--- src/rtl/game_pkg.sv ---
// Shared encodings for the Sokoban move sequencer and its undo history.
package game_pkg;

    // Operation requested from the map engine.
    typedef enum logic [1:0] {
        OP_MOVE   = 2'd0,
        OP_UNDO   = 2'd1,
        OP_RELOAD = 2'd2
    } map_op_e;

    // Player direction as decoded from the keyboard/buttons.
    typedef enum logic [1:0] {
        DIR_UP    = 2'd0,
        DIR_DOWN  = 2'd1,
        DIR_LEFT  = 2'd2,
        DIR_RIGHT = 2'd3
    } dir_e;

    // Sequencer states: one idle/arbitration state plus one wait per op.
    typedef enum logic [1:0] {
        ST_IDLE      = 2'd0,
        ST_MOVE_WAIT = 2'd1,
        ST_UNDO_WAIT = 2'd2,
        ST_RLD_WAIT  = 2'd3
    } state_e;

    // One undo history entry: the move direction and whether a box moved.
    typedef struct packed {
        logic pushed;
        dir_e dir;
    } hist_entry_t;

endpackage

--- src/rtl/game_undo_stack.sv ---
// Undo history: ring-buffer LIFO with saturating count. When full, a push
// overwrites the oldest entry, so pops replay only the newest DEPTH moves.
module game_undo_stack
    import game_pkg::*;
#(
    parameter int DEPTH = 16,
    parameter int AW    = 4
) (
    input  logic          clk,
    input  logic          rst_n,
    input  logic          push_i,
    input  logic          pop_i,
    input  logic          clr_i,
    input  hist_entry_t   push_data_i,
    output hist_entry_t   top_o,
    output logic [AW:0]   count_o
);

    localparam logic [AW:0] FULL = (AW+1)'(DEPTH);

    logic [AW-1:0] wp_q;
    logic [AW:0]   count_q;
    hist_entry_t   mem_q [DEPTH];
    logic [AW-1:0] rd_ptr;

    // The newest entry sits just below the write pointer (wraps mod DEPTH).
    assign rd_ptr  = wp_q - AW'(1);
    assign top_o   = mem_q[rd_ptr];
    assign count_o = count_q;

    // Pointer and count bookkeeping; clear has priority over push/pop.
    always_ff @(posedge clk or negedge rst_n) begin
        if (!rst_n) begin
            wp_q    <= '0;
            count_q <= '0;
        end else if (clr_i) begin
            wp_q    <= '0;
            count_q <= '0;
        end else if (push_i) begin
            wp_q <= wp_q + AW'(1);
            if (count_q != FULL) begin
                count_q <= count_q + (AW+1)'(1);
            end
        end else if (pop_i && (count_q != '0)) begin
            wp_q    <= rd_ptr;
            count_q <= count_q - (AW+1)'(1);
        end
    end

    // Entry storage; contents are only meaningful below count, so no reset.
    always_ff @(posedge clk) begin
        if (push_i && !clr_i) begin
            mem_q[wp_q] <= push_data_i;
        end
    end

endmodule

--- src/rtl/game_move_sequencer.sv ---
// Player action sequencer: arbitrates restart/undo/move, runs one map-engine
// op at a time, keeps undo history and pulses the step counter.
module game_move_sequencer
    import game_pkg::*;
#(
    parameter int DEPTH = 16,
    parameter int AW    = 4
) (
    input  logic          clk,
    input  logic          rst_n,
    input  logic          move_req,
    input  logic [1:0]    move_dir,
    input  logic          undo_req,
    input  logic          restart_req,
    output logic          req_ready,
    output logic          map_go,
    output logic [1:0]    map_op,
    output logic [1:0]    map_dir,
    output logic          map_push,
    input  logic          map_done,
    input  logic          map_moved,
    input  logic          map_pushed,
    output logic          step_inc,
    output logic          step_dec,
    output logic          step_rst,
    output logic [AW:0]   hist_count
);

    state_e      state_q, state_d;
    logic        map_go_q, map_go_d;
    map_op_e     map_op_q, map_op_d;
    dir_e        map_dir_q, map_dir_d;
    logic        map_push_q, map_push_d;
    logic        step_inc_q, step_inc_d;
    logic        step_dec_q, step_dec_d;
    logic        step_rst_q, step_rst_d;

    logic        hist_push, hist_pop, hist_clr;
    hist_entry_t hist_top, hist_wdata;
    logic [AW:0] hist_cnt;

    // A completed move records the direction it was issued with.
    assign hist_wdata = '{pushed: map_pushed, dir: map_dir_q};

    game_undo_stack #(
        .DEPTH (DEPTH),
        .AW    (AW)
    ) u_hist (
        .clk         (clk),
        .rst_n       (rst_n),
        .push_i      (hist_push),
        .pop_i       (hist_pop),
        .clr_i       (hist_clr),
        .push_data_i (hist_wdata),
        .top_o       (hist_top),
        .count_o     (hist_cnt)
    );

    // State and registered outputs; reset abandons any op in flight.
    always_ff @(posedge clk or negedge rst_n) begin
        if (!rst_n) begin
            state_q    <= ST_IDLE;
            map_go_q   <= 1'b0;
            map_op_q   <= OP_MOVE;
            map_dir_q  <= DIR_UP;
            map_push_q <= 1'b0;
            step_inc_q <= 1'b0;
            step_dec_q <= 1'b0;
            step_rst_q <= 1'b0;
        end else begin
            state_q    <= state_d;
            map_go_q   <= map_go_d;
            map_op_q   <= map_op_d;
            map_dir_q  <= map_dir_d;
            map_push_q <= map_push_d;
            step_inc_q <= step_inc_d;
            step_dec_q <= step_dec_d;
            step_rst_q <= step_rst_d;
        end
    end

    // Fixed-priority arbitration in IDLE and completion handling in WAIT.
    always_comb begin
        state_d    = state_q;
        map_go_d   = 1'b0;
        map_op_d   = map_op_q;
        map_dir_d  = map_dir_q;
        map_push_d = map_push_q;
        step_inc_d = 1'b0;
        step_dec_d = 1'b0;
        step_rst_d = 1'b0;
        hist_push  = 1'b0;
        hist_pop   = 1'b0;
        hist_clr   = 1'b0;
        case (state_q)
            ST_IDLE: begin
                if (restart_req) begin
                    state_d    = ST_RLD_WAIT;
                    map_go_d   = 1'b1;
                    map_op_d   = OP_RELOAD;
                    map_dir_d  = DIR_UP;
                    map_push_d = 1'b0;
                    step_rst_d = 1'b1;
                    hist_clr   = 1'b1;
                end else if (undo_req) begin
                    // Undo with empty history is swallowed; lower requests drop.
                    if (hist_cnt != '0) begin
                        state_d    = ST_UNDO_WAIT;
                        map_go_d   = 1'b1;
                        map_op_d   = OP_UNDO;
                        map_dir_d  = hist_top.dir;
                        map_push_d = hist_top.pushed;
                        hist_pop   = 1'b1;
                    end
                end else if (move_req) begin
                    state_d    = ST_MOVE_WAIT;
                    map_go_d   = 1'b1;
                    map_op_d   = OP_MOVE;
                    map_dir_d  = dir_e'(move_dir);
                    map_push_d = 1'b0;
                end
            end
            ST_MOVE_WAIT: begin
                if (map_done) begin
                    state_d = ST_IDLE;
                    if (map_moved) begin
                        hist_push  = 1'b1;
                        step_inc_d = 1'b1;
                    end
                end
            end
            ST_UNDO_WAIT: begin
                if (map_done) begin
                    state_d    = ST_IDLE;
                    step_dec_d = 1'b1;
                end
            end
            ST_RLD_WAIT: begin
                if (map_done) begin
                    state_d = ST_IDLE;
                end
            end
            default: state_d = ST_IDLE;
        endcase
    end

    assign req_ready  = (state_q == ST_IDLE);
    assign map_go     = map_go_q;
    assign map_op     = map_op_q;
    assign map_dir    = map_dir_q;
    assign map_push   = map_push_q;
    assign step_inc   = step_inc_q;
    assign step_dec   = step_dec_q;
    assign step_rst   = step_rst_q;
    assign hist_count = hist_cnt;

endmodule
--- config.mk ---
export PLATFORM = sky130hd
export DESIGN_NAME = game_move_sequencer
export DESIGN_NICKNAME = d
export VERILOG_FILES = /design/src/rtl/game_pkg.sv /design/src/rtl/game_undo_stack.sv /design/src/rtl/game_move_sequencer.sv
export SDC_FILE = /design/constraint.sdc
export NUM_CORES = 1
export LEC_CHECK = 0
export ABC_CLOCK_PERIOD_IN_PS = 3920
export BUFFER_PORTS_ARGS = -buffer_cell sky130_fd_sc_hd__buf_2
export CORE_MARGIN = 8
export CORE_UTILIZATION = 60
export CTS_BUF_LIST = sky130_fd_sc_hd__clkbuf_16
export DETAILED_ROUTE_END_ITERATION = 12
export GPL_TIMING_DRIVEN = 0
export PLACE_DENSITY = 0.85
export SYNTH_ARGS = -nofsm -noshare
export SYNTH_HDL_FRONTEND = slang
export SYNTH_HIERARCHICAL = 1
export SYNTH_SLANG_ARGS = --single-unit
export TNS_END_PERCENT = 100
--- constraint.sdc ---
create_clock -name clk -period 3.92 [get_ports clk]
set_input_delay 0.196 -clock clk [delete_from_list [all_inputs] [get_ports clk]]
set_output_delay 0.196 -clock clk [all_outputs]
set_load 0.005 [all_outputs]
# After elaboration in Yosys (flattened, before gate mapping)
# Memories as Yosys holds them, arrays and structs flattened.
# Index checks and enable logic that the tools add are counted.
[word_totals]
out_inout_bits = 15
mem_count = 1
in_bits = 10
reg_bits = 20
ramBits = 48
wordCells = 77
[memory_table]
columns = ["name", "depth", "width", "rd", "rd_clocked_by_memory_dff", "write_ports", "line_no", "text"]
rows = [
  ["u_hist.mem_q", 16, 3, 1, 0, 1, "game_undo_stack.sv:23", "hist_entry_t mem_q [DEPTH];"],
]
[classes]
n_reduce_logical = 11
n_eq_ne = 9
n_mux = 42
n_addsub = 4
[ops]
columns = ["operator", "count"]
rows = [
  ["2-bit two-way mux", 13],
  ["1-bit two-way mux", 21],
  ["5-bit two-way mux", 4],
  ["4-bit two-way mux", 3],
  ["3-bit by 1-bit != test with 1-bit output (second input constant)", 2],
  ["3-bit AND reduction", 2],
  ["3-bit nonzero test", 2],
  ["5-bit by 1-bit adder with 5-bit output (second input constant)", 1],
  ["5-bit != test (second input constant)", 1],
  ["5-bit nonzero test", 1],
  ["5-bit by 1-bit subtractor with 5-bit output (second input constant)", 1],
  ["4-bit by 1-bit adder with 4-bit output (second input constant)", 1],
  ["2-bit equality test (second input constant)", 2],
  ["4-bit by 3-bit != test with 1-bit output (second input constant)", 1],
  ["4-bit != test (second input constant)", 1],
  ["2-bit case mux with 2 select lines", 1],
  ["4-bit by 1-bit subtractor with 4-bit output (second input constant)", 1],
  ["3-bit OR reduction", 1],
  ["2-bit by 1-bit equality test with 1-bit output (second input constant)", 1],
  ["1-bit logical AND", 2],
  ["2-bit logical NOT", 1],
  ["2-bit by 1-bit != test with 1-bit output (second input constant)", 1],
  ["2-bit AND reduction", 1],
  ["1-bit logical NOT", 1],
]

# Logic depth before layout (Yosys ltp)
# Gate-level depths: netlist (run 1).
[depth]
word_depth = 9
mapped_depth = 11
ltp_nobuf = 8

# Hierarchy
# Netlist (run 1), hierarchy kept.
[by_module_without_submodules]
columns = ["mod", "cells_per_inst", "seq_area_each_um2", "n_inst", "area_per_inst_um2"]
rows = [
  ["game_undo_stack", 179, 1666.6, 1, 2692.6],
  ["game_move_sequencer", 45, 275.3, 1, 584.3],
]

# Least setup slack after synthesis (run 1)
# Ideal clock, no wire load.
[synth_path]
path_kind = "reg2reg"
from = "register u_hist.wp_q[0]"
to = "register map_dir_q[0], in the netlist map_dir[0]"
stages_incl_launch_ff = 12
setup_ps = 129
arrival_ps = 2334
period_less_slack_ps = 2464
path_slack_ps = 1456
t_required_ps = 3791
n_path_buf = 3
cell_sequence = "dfrtp_1 -> buf_4 -> buf_2 -> inv_1 -> ha_1 -> clkbuf_1 -> mux4_2 -> mux2_2 -> nand2_1 -> o21ai_0 -> mux2i_1 -> o31ai_1"
[synth_rtl]
columns = ["item", "line_no", "text"]
rows = [
  ["start: declaration", "game_undo_stack.sv:21", "logic [AW-1:0] wp_q;"],
  ["start signal: assignment", "game_undo_stack.sv:40", "wp_q <= wp_q + AW'(1);"],
  ["start signal: assignment", "game_undo_stack.sv:45", "wp_q <= rd_ptr;"],
  ["end signal: assignment", "game_move_sequencer.sv:74", "map_dir_q <= map_dir_d;"],
  ["end: declaration", "game_move_sequencer.sv:32", "dir_e map_dir_q, map_dir_d;"],
]

==> key figures, run 1 <==
STA
  • Final Hold Fails: 0
  • Fin. max-slew vios: 0
  • Tmin final: 3.07 ns
  • Setup Total Neg Slack: 0 ns
  • RSZ-0062 raised after global routing: no
  • Worst Clk Skew: 0.00475 ns
  • Slew headroom: 45.5%
  • Least-Margin Pin Slew: 0.810 ns
  • F_max: 0.326 GHz
  • Setup WS post-layout: 0.854 ns
  • Setup violators final: 0
  • Fin crit share: 78.2%

Logic synthesis
  • Mapped Cells: 224
  • Synth warn: 6
  • Synthesized cell area: 3280 µm²
  • Register area share after synthesis: 59.3%
  • Synth cell types: 51
  • Share of the synthesized area in the top cell type: 44.0%
  • Count of state elements after synthesis: 68
  • Synth area leader: edfxtp_1
  • Predominant post-synthesis flop cell: edfxtp_1
  • Post-synth top cells: edfxtp_1 (48), dfrtp_1 (20), nor2_1 (13)
  • Synth Net Count: 243
  • Post-synth EDFFs: 48
  • Most frequent cell after synthesis: edfxtp_1
  • Avg Inst Size Synth: 14.6 µm²
  • Top cells by area, synth: edfxtp_1 (44%), dfrtp_1 (15%), mux4_2 (8.2%), ha_1 (3.1%), mux2i_1 (2.4%)
  • Ys async rst share: 29.4%

Clocking
  • CTS Hold Buffers Added: 1
  • CTS tree: done
  • CTS max path bufs: 2
  • Clk_lat worst skew: 0.32 ns
  • CTS Sinks: 68
  • CTS Buf Count: 9
  • Root buffer cell: clkbuf_16
  • Post-CTS Resized: 0
  • H-tree depth: 3
  • Clk slew on worst S/H paths: 0.05 ns
  • Post-CTS Setup Bufs: 0

Setup path
  • Worst R2R Path Depth: 11
  • CP max FO: 10
  • Worst EP required: 4.12 ns
  • Crit Path Class: reg2reg
  • Critical Path Source Type: flop
  • CP Data Arrival Time: 3.26 ns
  • RR Startpoint: u_hist/wp_q[0]$_DFFE_PN0P_
  • Register-to-register setup slack: 0.85 ns
  • Critical Path End Type: flop
  • Reg-to-reg critical path endpoint: map_dir[0]$_DFFE_PN0P_

GRT
  • Number of global-route vias before repair: 2027
  • Initial antenna violation count: 0
  • Largest net degree at the start of global routing: 21
  • First-pass GRT wire length: 11000 µm
  • Grt ovf: 0
  • Overall routing resource usage: 17.5%

Power and ir drop
  • Clock power share: 27.7%
  • Switching share of power: 33.4%
  • Worst vdd ir: 0.000586 V
  • Leak: 1.46 nW
  • Combinational share of power: 37.2%
  • Power per cell area: 781 nW/µm²
  • Sw Pwr: 0.000988 W
  • Cell-internal power: 0.00197 W
  • Sequential Power Share: 35.2%

Final layout
  • Fraction of layout cells with a size suffix above 1: 27.9%
  • Ant diodes: 0
  • Layout overhead on the synthesized area: 15.8%
  • Seq. cell area: 1940 µm²
  • Fillers: 357
  • Multi-input gate area: 1250 µm²
  • Final #Nets: 277

Hold path
  • Hold path start: restart_req
  • Min-Delay Endpoint: map_dir[1]$_DFFE_PN0P_
  • Hold path depth: 2
  • Min-delay worst type: in2reg

Route
  • Wire per inst: 20.5 µm
  • Vias: 2001
  • DRT Wirelength: 6850 µm
  • Initial drt markers: 187
  • Final ANT Viol Nets: 0
  • DR vias/cell: 5.99
  • Drt drc: 0
  • Pre-antenna DRT Iters: 4

Floorplan
  • Row cnt: 27
  • Ports: 25
  • Starting Density: 60.6%
  • Die Y: 89.9 µm
  • Die ar.: 8080 µm²
  • Die width: 89.9 µm
  • CORE AREA: 5410 µm²

Placement
  • Pre-CTS setup slack: 0.884 ns
  • Dpl hpwl: 4830 µm
  • Port Buffers: 22
  • Final GP Congestion: 0.888

Outcome
  • Status: complete, no violations

Flow run
  • Max_cap viols: 0
==> sequential cells by signal, summed over array words and instances (netlist names) <==
signal          cells
u_hist/mem_q       48
map_go              1
step_dec            1
map_push            1
u_hist/count_o      5
step_rst            1
state_q             2
map_op              2
map_dir             2
step_inc            1
u_hist/wp_q         4
==> layout make-up <==
class | count | share of cell area, %
sequential | 68 | 51.2
multi-input combinational | 140 | 33.0
clock buffer | 9 | 5.94
timing repair buffer | 23 | 3.17
tap | 72 | 2.37
clock inverter | 6 | 2.14
buffer | 10 | 1.55
inverter | 6 | 0.594
==> worst max-delay path, stage by stage, from the launching register on <==
cell and delay, ns:
dfrtp_1 0.37, buf_4 0.22, buf_2 0.32, inv_1 0.14, ha_1 0.30, clkbuf_1 0.42
mux4_2 0.40, mux2_2 0.29, nand2_1 0.06, o21ai_0 0.10, mux2i_1 0.21, o31ai_1 0.09
==> placed cells by master, fill, tap and decap left out, types with 3 or more instances in the layout <==
master,instances
a31oi_1,4
dfrtp_1,20
a21o_1,3
a21oi_1,4
mux2_2,4
nor2b_1,7
buf_2,24
ha_1,8
inv_1,7
nor2_1,13
o21ai_0,6
nor4_1,3
nand2_1,12
clkbuf_16,9
edfxtp_1,48
nor3_1,9
nand2b_1,5
clkbuf_1,5
mux2i_1,8
mux4_2,12
nand3_1,4
==> kinds of logic (layout without fill, tap and decap cells) <==
family,after synthesis,after routing,synth area share (%)
xor gates and xnor gates,4,4,1.30
muxes,26,26,13.0
and+or+nand+nor,67,67,12.4
AOI/OAI and AO/OA,34,34,7.90
DFF,68,68,59.3
adders and majority gates,9,9,3.67
buffers and inverters,16,54,2.48
==> how the worst max path moves through the flow <==
stage               slack [ns]                       start                     end  depth (start not counted)
floorplan                 1.46  u_hist/wp_q[0]$_DFFE_PN0P_  map_dir[0]$_DFFE_PN0P_                         11
global placement          0.99  u_hist/wp_q[0]$_DFFE_PN0P_  map_dir[0]$_DFFE_PN0P_                         11
detailed placement        0.88  u_hist/wp_q[0]$_DFFE_PN0P_    map_push$_DFFE_PN0P_                         10
CTS                       0.84  u_hist/wp_q[0]$_DFFE_PN0P_  map_dir[0]$_DFFE_PN0P_                         11
global route              0.68  u_hist/wp_q[0]$_DFFE_PN0P_  map_dir[0]$_DFFE_PN0P_                         10
finish                    0.85  u_hist/wp_q[0]$_DFFE_PN0P_  map_dir[0]$_DFFE_PN0P_                         11
==> routing by layer <==
layer  up-vias  global-route usage [%]  share of wire [%]
met5         -                       0                  0
met4         0                    6.38                1.1
met3         6                    3.41                5.9
met2        80                    29.3                 52
met1       990                    22.0                 41
li1        925                       -                  -
==> through the flow <==
stage	hold WS (ns)	total power, W	instances	utilization, %	cell area (µm²)
after floorplan	-0.0996	0.00183	224	-	3280
after global placement	0.163	0.00209	318	64.3	3480
after detailed placement	0.176	0.00215	318	64.3	3480
after CTS	0.106	0.00297	334	70.2	3790
after global routing	0.111	0.00312	334	70.2	3790
final	0.111	0.00296	334	70.2	3790
==> power by group through the flow <==
stage	Combinational [W]	Clock, W	Sequential [W]
2_1_floorplan	0.000811	0	0.00102
3_3_place_gp	0.00104	0	0.00104
3_5_place_dp	0.00109	0	0.00105
4_1_cts	0.00110	0.000827	0.00104
5_1_grt	0.00119	0.000867	0.00106
6_report	0.00110	0.000819	0.00104
No activity file was read; power rests on OpenSTA's default activity.
==> inputs of run 2 (changes only) <==
Settings changed: ABC_AREA set to 1, ABC_CLOCK_PERIOD_IN_PS 3920 to 3000.
Clock period 3.92 ns to 3 ns, I/O delays scaled along.
==> key figures, run 2 <==
Route
  • Top sig layer: met4
  • Final ANT Viol Nets: 0 (unchanged)
  • Drt drc: 0 (unchanged)
  • DR vias/cell: 5.49 (-8.3%)
  • Initial drt markers: 347 (+86%)
  • Met1 wire length: 2940 µm (+5.5%)
  • DR WL met3: 540 µm (+33%)
  • DRT Wirelength: 7100 µm (+3.6%)
  • Met2 wire length: 3510 µm (-2.1%)
  • Wire per inst: 15.5 µm (-24%)
  • Vias: 2515 (+26%)
  • Pre-antenna DRT Iters: 5 (+1)

Outcome
  • Status: complete, no violations

Floorplan
  • Starting Density: 61.1% (+0.43 points)
  • Die Y: 90.4 µm (+0.55%)
  • Row cnt: 27 (unchanged)
  • Ports: 25 (unchanged)
  • Die ar.: 8170 µm² (+1.1%)
  • CORE AREA: 5440 µm² (+0.63%)
  • Die width: 90.4 µm (+0.55%)

Final layout
  • Ant diodes: 0 (unchanged)
  • Final #Nets: 401 (+45%)
  • Fraction of layout cells with a size suffix above 1: 16.8% (-11 points)
  • Layout overhead on the synthesized area: 14.9%
  • Reg with most FFs: u_hist/mem_q
  • Commonest non-fill, non-tap cell in the layout: nand2_1
  • Number of flip-flops in the largest register: 48 (unchanged)
  • Final Instance Area: 3820 µm² (+0.59%)
  • Most frequent cells in the layout: nand2_1 (103), nor2_1 (52), edfxtp_1 (48)
  • Fillers: 375 (+5.0%)

Power and ir drop
  • Power, Total: 0.00413 W (+39%)
  • Power per cell area: 1080 nW/µm² (+39%)
  • Leak: 1.69 nW (+15%)
  • Worst vdd ir: 0.000651 V (+11%)
  • Sw Pwr: 0.00167 W (+69%)
  • Combinational share of power: 44.2% (+7.0 points)
  • Cell-internal power: 0.00246 W (+24%)
  • Clock power share: 23.4% (-4.3 points)
  • Sequential Power Share: 32.4% (-2.8 points)
  • Switching share of power: 40.5% (+7.1 points)

Logic synthesis
  • Synthesized cell area: 3320 µm² (+1.3%)
  • Synth cell types: 32 (-37%)
  • Most frequent cell after synthesis: nand2_1
  • Share of the synthesized area in the top cell type: 43.4% (-0.58 points)
  • Synth area leader: edfxtp_1
  • Mapped Cells: 346 (+54%)
  • Ys async rst share: 29.4% (unchanged)
  • Predominant post-synthesis flop cell: edfxtp_1
  • Count of state elements after synthesis: 68 (unchanged)
  • Synth Net Count: 365 (+50%)
  • Register area share after synthesis: 58.5% (-0.78 points)
  • Synth warn: 6 (unchanged)
  • Top cells by area, synth: edfxtp_1 (43%), dfrtp_1 (15%), nand2_1 (12%), nor2_1 (5.9%), nand3_1 (5.4%)
  • Avg Inst Size Synth: 9.60 µm² (-34%)
  • Post-synth top cells: nand2_1 (103), nor2_1 (52), edfxtp_1 (48)
  • Post-synth EDFFs: 48 (unchanged)

Setup path
  • CP max FO: 12 (+2)
  • Slowest stage delay, CP: 0.40 ns (-0.02 ns)
  • CP Data Arrival Time: 2.68 ns (-0.58 ns)
  • Critical Path End Type: flop
  • Crit path max-delay family: buffers and inverters
  • Worst EP required: 3.21 ns (-0.91 ns)
  • Crit Path Class: reg2reg
  • Critical path's slowest cell: dfrtp_1
  • Cells along the critical path: buf_6, inv_2, buf_6, buf_6, ha_1, buf_2, inv_1, nor2_1, o21ai_0, nand3_1, nand3_1, nand2_1, a22oi_1, o21ai_2
  • CP most frequent cell: buf_6
  • CP Buf/Inv Count: 6 (+2)
  • Critical Path Source Type: flop

Placement
  • Final GP Congestion: 0.966 (+8.8%)
  • Pre-CTS setup slack: 0.603 ns (-0.281 ns)
  • Dpl hpwl: 4800 µm (-0.66%)
  • DP Area: 3530 µm² (+1.5%)
  • Port Buffers: 24 (+9.1%)

GRT
  • Grt ovf: 0 (unchanged)
  • Largest net degree at the start of global routing: 21 (unchanged)
  • Number of global-route vias before repair: 2404 (+19%)
  • First-pass GRT wire length: 11700 µm (+5.8%)
  • Initial antenna violation count: 0 (unchanged)
  • Overall routing resource usage: 18.0% (+0.52 points)

Flow run
  • Max_cap viols: 0 (unchanged)

Clocking
  • Root buffer cell: clkbuf_16
  • CTS tree: done
  • CTS max path bufs: 2 (unchanged)
  • CTS Sinks: 68 (unchanged)
  • CTS Buf Count: 9 (unchanged)
  • Clk slew on worst S/H paths: 0.05 ns (about the same)
  • Clk_lat worst skew: 0.32 ns (about the same)
  • H-tree depth: 3 (unchanged)
  • Post-CTS Setup Bufs: 0 (unchanged)

STA
  • F_max: 0.404 GHz (+24%)
  • Setup violators final: 0 (unchanged)
  • RSZ-0062 raised after global routing: no
  • Setup Total Neg Slack: 0 ns (unchanged)
  • Worst Clk Skew: 0.00420 ns (-0.000552 ns)
  • Least-Margin Pin Slew: 0.619 ns (-0.192 ns)
  • Setup WS post-layout: 0.527 ns (-0.327 ns)
  • Slew headroom: 58.6% (+13 points)
  • Tmin final: 2.47 ns (-0.593 ns)
  • Worst hold margin: 0.0643 ns (-0.0470 ns)
  • Fin. max-slew vios: 0 (unchanged)
  • Fin crit share: 82.4% (+4.2 points)
  • Final Hold Fails: 0 (unchanged)

Hold path
  • Min-delay worst type: in2reg
-- run 2: cell count changes in the layout (fill, tap and decap cells not counted), sizes merged, moves of 7 or more --
cell / delta
nand2: +94
nor2: +43
nand3: +32
inv: +18
o21ai: +16
mux4: -12
nor3: -9
mux2i: -8
nand2b: -7
nor2b: -7
-- run 2: path summary, 6_finish.rpt --
check,endpoint,startpoint,cells past startpoint,slack [ns]
worst max-delay path,map_dir[1]$_DFFE_PN0P_,u_hist/wp_q[0]$_DFFE_PN0P_,14,0.53
worst min-delay path,step_dec$_DFF_PN0_,map_done,3,0.06
worst max register to register,map_dir[1]$_DFFE_PN0P_,u_hist/wp_q[0]$_DFFE_PN0P_,14,0.53
worst min register to register,map_push$_DFFE_PN0P_,map_push$_DFFE_PN0P_,2,0.49
max in group asynchronous,u_hist/count_o[4]$_DFFE_PN0P_,rst_n,2,2.38
min in group asynchronous,step_dec$_DFF_PN0_,rst_n,2,0.30
-- run 2: power groups by stage --
stage	registers [W]	clock network, W	logic (W)
after floorplan	0.00131	0	0.00133
after global placement	0.00134	0	0.00172
after detailed placement	0.00135	0	0.00177
after CTS	0.00134	0.000973	0.00179
after global routing	0.00136	0.00102	0.00205
final	0.00134	0.000965	0.00183
-- run 2: timing repair --
item	CTS	global route
endpoints found under the setup margin	0	0
endpoints found under the hold margin	20	0
hold buffers	1	0
resized for setup	0	0
-- run 2: stage by stage --
step	std cells	utilization [%]
after CTS	458	70.2
after global routing	458	70.2
after floorplan	346	-
after global placement	442	64.9
final	458	70.2
after detailed placement	442	64.9
-- run 2: worst reg2reg max path, delay by kind of cell (launching register included) --
kind / cells / cell delay (ns)
AND/OR/NAND/NOR: 4 / 0.36
adder cells (fa/ha/maj): 1 / 0.30
buffers and inverters: 6 / 0.88
AO/OA/AOI/OAI: 3 / 0.41
flip-flops: 1 / 0.40
-- run 2: kinds of logic (layout without fill, tap and decap cells) --
group	count (synthesis)	in the layout	synth area share (%)
flip-flops	68	68	58.5
buffers and inverters	32	72	4.86
AO/OA/AOI/OAI	28	28	5.05
XOR/XNOR	5	5	1.88
AND/OR/NAND/NOR	204	204	26.1
adder cells (fa/ha/maj)	9	9	3.62
-- run 2: final cells by class --
cell class	instances	area [µm²]	area share [%]
plain buffers	10	76.3	2.00
well taps	72	90.1	2.36
repair buffers	25	130	3.41
flip-flops and latches	68	1940	50.9
clock buffers	9	225	5.90
inverters	22	85.1	2.23
multi-input cells	246	1220	31.9
clock inverters	6	50.0	1.31
-- run 2: metal layers --
layer / vias up / GRT usage, %
met4: 0 / 8.60
met5: - / 0
met1: 1175 / 22.0
li1: 1218 / -
met2: 108 / 28.9
met3: 14 / 4.99
